[src/rtl/instr_fetch_mem.sv]
// Instruction memory with an autonomous PC sequencer that presents opcodes and decoded fields over valid/ready.
// Define INSTR_FETCH_MEM_HALT_EN to let a HALT_OP opcode end a run early.
module instr_fetch_mem #(
  parameter int         DEPTH   = 16,
  parameter int         AW      = 4,
  parameter int         DATA_W  = 27,
  parameter logic [4:0] HALT_OP = 5'b11111
) (
  input  logic              clk,
  input  logic              reset,
  input  logic              wr_en,
  input  logic [AW-1:0]     wr_addr,
  input  logic [DATA_W-1:0] wr_data,
  input  logic              start,
  input  logic [AW-1:0]     start_addr,
  input  logic [AW-1:0]     end_addr,
  output logic              out_valid,
  input  logic              out_ready,
  output logic [DATA_W-1:0] data,
  output logic [AW-1:0]     data_addr,
  output logic [4:0]        data_instr,
  output logic [6:0]        data_dest,
  output logic [6:0]        data_src1,
  output logic [6:0]        data_src2,
  output logic [7:0]        data_scalar,
  output logic              busy,
  output logic              done,
  output logic              err
);

  localparam int IW = (DEPTH > 1) ? $clog2(DEPTH) : 1;

  typedef enum logic [1:0] {IDLE, FETCH, VALID, DONE} state_t;

  state_t            state;
  logic [AW-1:0]     pc;
  logic [AW-1:0]     end_pc;
  logic [AW-1:0]     pc_next;
  logic [DATA_W-1:0] rd_word;
  logic              last_word;
  logic [DATA_W-1:0] mem [DEPTH];

  // Zero-extend before comparing so the check stays meaningful when DEPTH == 2^AW.
  function automatic logic in_range(input logic [AW-1:0] a);
    logic [31:0] ext;
    ext = 32'(a);
    return ext < 32'(DEPTH);
  endfunction

  assign rd_word = mem[pc[IW-1:0]];
  assign pc_next = (pc == AW'(DEPTH - 1)) ? '0 : pc + AW'(1);
  assign busy    = (state != IDLE);

`ifdef INSTR_FETCH_MEM_HALT_EN
  assign last_word = (pc == end_pc) || (data_instr == HALT_OP);
`else
  logic unused_halt;
  assign unused_halt = ^HALT_OP;
  assign last_word   = (pc == end_pc);
`endif

  // Program store is never reset; the NBA write gives read-first behaviour against the FETCH read.
  always_ff @(posedge clk) begin
    if (wr_en && in_range(wr_addr)) begin
      mem[wr_addr[IW-1:0]] <= wr_data;
    end
  end

  always_ff @(posedge clk) begin
    if (reset) begin
      state       <= IDLE;
      pc          <= '0;
      end_pc      <= '0;
      out_valid   <= 1'b0;
      data        <= '0;
      data_addr   <= '0;
      data_instr  <= '0;
      data_dest   <= '0;
      data_src1   <= '0;
      data_src2   <= '0;
      data_scalar <= '0;
      done        <= 1'b0;
      err         <= 1'b0;
    end else begin
      done <= 1'b0;
      if (wr_en && !in_range(wr_addr)) begin
        err <= 1'b1;
      end
      unique case (state)
        IDLE: begin
          if (start) begin
            if (!in_range(start_addr) || !in_range(end_addr)) begin
              err <= 1'b1;
            end else begin
              pc     <= start_addr;
              end_pc <= end_addr;
              state  <= FETCH;
            end
          end
        end
        FETCH: begin
          data        <= rd_word;
          data_addr   <= pc;
          data_instr  <= rd_word[DATA_W-1 -: 5];
          data_dest   <= rd_word[DATA_W-6 -: 7];
          data_src1   <= rd_word[DATA_W-13 -: 7];
          data_src2   <= rd_word[7:1];
          data_scalar <= rd_word[7:0];
          out_valid   <= 1'b1;
          state       <= VALID;
        end
        VALID: begin
          if (out_ready) begin
            out_valid <= 1'b0;
            if (last_word) begin
              done  <= 1'b1;
              state <= DONE;
            end else begin
              pc    <= pc_next;
              state <= FETCH;
            end
          end
        end
        DONE: begin
          state <= IDLE;
        end
        default: begin
          state <= IDLE;
        end
      endcase
    end
  end

endmodule

[config.mk]
export PLATFORM = sky130hd
export DESIGN_NAME = instr_fetch_mem
export DESIGN_NICKNAME = d
export VERILOG_FILES = /design/src/rtl/instr_fetch_mem.sv
export SDC_FILE = /design/constraint.sdc
export NUM_CORES = 1
export LEC_CHECK = 0
export CAP_MARGIN = 5
export CORE_MARGIN = 1.5
export CORE_UTILIZATION = 30
export CTS_BUF_LIST = sky130_fd_sc_hd__clkbuf_4 sky130_fd_sc_hd__clkbuf_8
export DETAILED_ROUTE_END_ITERATION = 6
export PLACE_DENSITY = 0.46
export SYNTH_ARGS = -nofsm -noshare
export SYNTH_HDL_FRONTEND = slang
export SYNTH_SLANG_ARGS = --single-unit
[constraint.sdc]
create_clock -name clk -period 3.8 [get_ports clk]
set_input_delay 0.76 -clock clk [delete_from_list [all_inputs] [get_ports clk]]
set_output_delay 0.76 -clock clk [all_outputs]
set_load 0.1 [all_outputs]
==> Yosys cells after proc, flatten, opt, wreduce, memory -nomap -nowiden <==
Memory sizes are Yosys's and may differ from the RTL's. A register that Yosys moved wholly into a read port is not among the register bits.
Index checks and enable logic that the tools add are counted.
{ "word_totals": {"register_bits": 77, "latch_bits": 0, "ram_bits": 432, "romBits": 0, "input_bits": 44, "out_inout_bits": 69, "word_cells": 49, "n_memories": 1} }
{ "memory_table": {"columns": ["memory", "depth", "width", "read_ports", "rd_clocked_by_memory_dff", "write_ports", "line", "source"], "rows": [
  ["mem", 16, 27, 1, 1, 1, "41", "logic [DATA_W-1:0] mem [DEPTH];"]
]} }
{ "op_classes": {"n_addsub": 1, "mul": 0, "n_div": 0, "order_cmp": 0, "eq_ne": 8, "shift": 0, "muxes": 16, "bitwise_logic": 2, "n_reduce_logical": 9} }
{ "ops": {"columns": ["cell", "n"], "rows": [
  ["$mux W4", 6],
  ["$pmux W2 S4", 1],
  ["$pmux W4 S2", 1],
  ["$mux W2", 3],
  ["$ne A2 B2 Y1 const B", 3],
  ["$reduce_and A2 Y1", 3],
  ["$reduce_bool A2 Y1", 3],
  ["$add A4 B1 Y4 const B", 1],
  ["$eq A2 B2 Y1 const B", 2],
  ["$eq A4 B4 Y1", 1],
  ["$eq A4 B4 Y1 const B", 1],
  ["$mux W1", 4],
  ["$reduce_and A4 Y1", 1],
  ["$reduce_or A3 Y1", 1],
  ["$eq A2 B1 Y1 const B", 1],
  ["$logic_not A2 Y1", 1],
  ["$not A1 Y1", 2],
  ["$pmux W1 S2", 1]
]} }

==> Longest topological paths before layout <==
{ "depth": {"word_depth": 7, "ltp_mapped": 6, "mapped_depth_nobuf": 5} }

==> Worst setup path before layout <==
OpenSTA, ideal clock, no wires.
{ "synth_path": {"path_kind": "input-to-reg", "from": "input wr_addr[2]", "to": "memory mem[0][0] (enable)", "setup_time_ns": 0.445, "t_arrival_ns": 3.143, "required_time_ns": 3.355, "path_slack_ns": 0.212, "path_stages": 2, "n_path_buf": 0, "path_cell_list": "or3b_2 nor3_1"} }
{ "synth_lines": {"columns": ["element", "line", "source"], "rows": [
  ["from (decl)", "12", "input logic [AW-1:0] wr_addr,"],
  ["to (decl)", "41", null]
]} }
Straight into the memory's write port.

==> Worst setup path after layout <==
{ "layout_path": {"from": "register data[13]", "to": "output data[13]"} }
{ "layout_lines": {"columns": ["element", "line", "source"], "rows": [
  ["from (decl)", "19", "output logic [DATA_W-1:0] data,"],
  ["from (signal assigned)", "102", "data <= rd_word;"]
]} }
No word-level cell between the ends.

==> flow_metrics.tcl <==
set metrics [dict create \
    outcome "finished clean" \
    drtAntennaViolNets 0 \
    timing.hold.ws_ns 0.458 \
    postCtsHoldBufs 0 \
    antenna_found_initial 1 \
    dp_slack_ns 0.832 \
    die_y_um 250 \
    portBuffers 111 \
    clk_latency_ns 0.63 \
    syn_inst 881 \
    dp.cells 1737 \
    die-area_mm2 0.0624 \
    hpwl_mm 25.1 \
    crit_slowest_cell "clkdlybuf4s50_1" \
    cts_num_sinks 479 \
    row_count 90 \
    drt_iter0_drc 423 \
    routed-wl-met2_mm 20.2 \
    rsz0062_at_grt "false" \
    max_slew_margin_pct 34.5 \
    wl_per_cell_um 22.7 \
    wl_mm 42.8 \
    p_per_area_mw_per_mm2 537 \
    cts_setup_buffers 0 \
    routed-via-count 8949 \
    critPathBufInv 1 \
    seq_area_mm2 0.0139 \
    period_share_pct 79.8 \
    highest_layer "met5" \
    synth-async-reset-ratio_pct 0 \
    drc 0 \
    cts_buffers 84 \
    antennaDiodeCount 0 \
    max_freq_ghz 0.330 \
    critical_path_peak_fanout 3 \
    grt_max_degree 41 \
    skew_ns 0.0174 \
    cts_buffer_depth 3 \
    synthDominantCellAreaShare_pct 71.0 \
    grt-ovfl-total 0 \
    die_w_um 250 \
    crit_chain "clkdlybuf4s50_1" \
    synth_fp_nets 926 \
    cp_slowest_stage_delay_ns 1.19 \
    hold_path_class "reg2reg" \
    cts_resized 0 \
    m1WireLength_mm 19.9 \
    clkTransAtPathRegs_ns 0.06 \
    synth_edf_count 432 \
    start_util_pct 30.3 \
    syn_to_final_growth_pct 20.3 \
    postPlaceCellArea_mm2 0.0204 \
    ys_seq_area_share_pct 76.1 \
    dr.pass1.iters 4 \
    synthTopCellsByArea "edfxtp_1, mux4_2, dfxtp_1, mux2i_1, buf_4" \
    grt_usage_pct 13.9 \
    cts-htree-levels 3 \
    synth-seq-cells 479 \
    design_area_mm2 0.0220 \
    grt_pass1_vias 9635 \
    clock_tree.root_cell "clkbuf_8" \
    min_period_ns 3.03 \
    viasPerCell 4.74 \
    cp_top_family "buffers and inverters" \
    worst_setup_path_end_kind "primary output" \
    worst_slack_ns 0.768 \
    drive_gt1_share_pct 27.5 \
    final_max_slew_viol_count 0 \
    p_leak_nw 6.89 \
    yosysWarningCount 0 \
    critPathKind "reg2out" \
    nFillCells 5539 \
    crit_required_ns 3.04 \
    synth_area_mm2 0.0183 \
    start_kind "flop" \
    fin_cells 1886 \
    setup_viol_count_final 0 \
    grt_pass1_wl_mm 63.9 \
    yosysTopAreaCell "edfxtp_1" \
    multi_input_area_mm2 0.00399 \
    core_area_mm2 0.0602 \
    worstPathArrival_ns 2.27 \
    peakVddDrop_mv 0.240 \
    setup_tns_ns 0 \
    synthDistinctLibCells 44 \
    max_slew.worst_pin.slew_ns 0.979 \
    gp_congestion 0.687 \
    io_pins 113 \
    avgSynthCellArea_um2 20.7 \
    layout.nets 1086 \
    synth_flop_cell "edfxtp_1" \
    final-hold-violation-count 0 \
    cts_tree "built" \
    maxCapViolations 0 \
    dr_wl_met3_mm 1.77 \
]
==> worst paths after layout <==
kind / start / to / slack [ns] / depth (start not counted)
max reg2reg: flop / data[9] / 1.65 / 4
min: data_addr[1] / data_addr[1] / 0.46 / 2
max: data[13] / data[13] / 0.77 / 1
min reg2reg: data_addr[1] / data_addr[1] / 0.46 / 2
==> registers in the layout, indices dropped and copies added, names as in the netlist, named ones only <==
| signal | count |
|---|---|
| end_pc | 4 |
| data_addr | 4 |
| data_instr | 1 |
| state | 2 |
| done | 1 |
| out_valid | 1 |
| data | 26 |
| pc | 4 |
| mem | 432 |
==> cell usage after synthesis, types with 5 or more instances <==
master and count:
a21oi_1 13, a22oi_1 26, buf_2 21, buf_4 36, buf_6 5, clkbuf_1 11, dfxtp_1 47, edfxtp_1 432
mux2i_1 33, mux4_2 108, nand2_1 41, nand2b_1 6, nor2_1 18, o211ai_1 26, o21ai_0 6, o22ai_1 5
==> logic make-up (layout without fill, tap and decap cells) <==
kind of cell | count (synthesis) | in the layout | synth area share, %
mux | 143 | 143 | 15.2
simple gates | 87 | 87 | 2.28
buf+inv | 80 | 303 | 2.74
compound gates | 86 | 86 | 3.33
xor+xnor | 4 | 4 | 0.192
flops | 479 | 479 | 76.1
fa+ha+maj | 1 | 1 | 0.0684
other cells | 1 | 1 | 0.0205
==> metal layers <==
metal / GRT usage [%] / vias to the layer above
li1: - / 3925
met1: 19.3 / 4741
met2: 21.8 / 204
met3: 2.85 / 77
met4: 4.95 / 2
met5: 0 / -
==> cell usage in the layout (no fill, tap or decap), drive strengths merged, types with 2 or more instances in the layout <==
master and count:
edfxtp 432, nand3b 4, o22ai 5, a21oi 13, nor3 4, nor2b 3, a22oi 26, clkdlybuf4s50 110
mux4 108, clkinvlp 2, o211ai 26, nand2b 7, dfxtp 47, mux2i 33, buf 39, a211oi 2
xnor2 4, inv 4, clkbuf 121, mux2 2, a2bb2oi 2, nand2 41, nor2 20, a31oi 2
o21ai 7, clkinv 26
==> power breakdown <==
part	switching [mW]	leakage [nW]	internal (mW)	total, mW
registers	0.108	4.29	5.88	5.99
logic	0.845	1.75	0.431	1.28
clock network	2.02	0.848	2.52	4.54
==> layout make-up <==
| type | count | area share [%] |
|---|---|---|
| flip-flops and latches | 479 | 63.3 |
| multi-input cells | 322 | 18.1 |
| repair buffers | 149 | 6.74 |
| clock buffers | 121 | 6.63 |
| well taps | 782 | 4.45 |
| clock inverters | 28 | 0.654 |
| inverters | 5 | 0.0910 |
==> per-stage QoR <==
stage / utilization, % / total power, mW
5_1_grt: 36.5 / 12.3
6_report: 36.5 / 11.8
4_1_cts: 36.5 / 12.0
3_3_place_gp: 33.8 / 7.40
2_1_floorplan: - / 7.00
3_5_place_dp: 33.8 / 7.40
No activity file was read; power rests on OpenSTA's default activity.
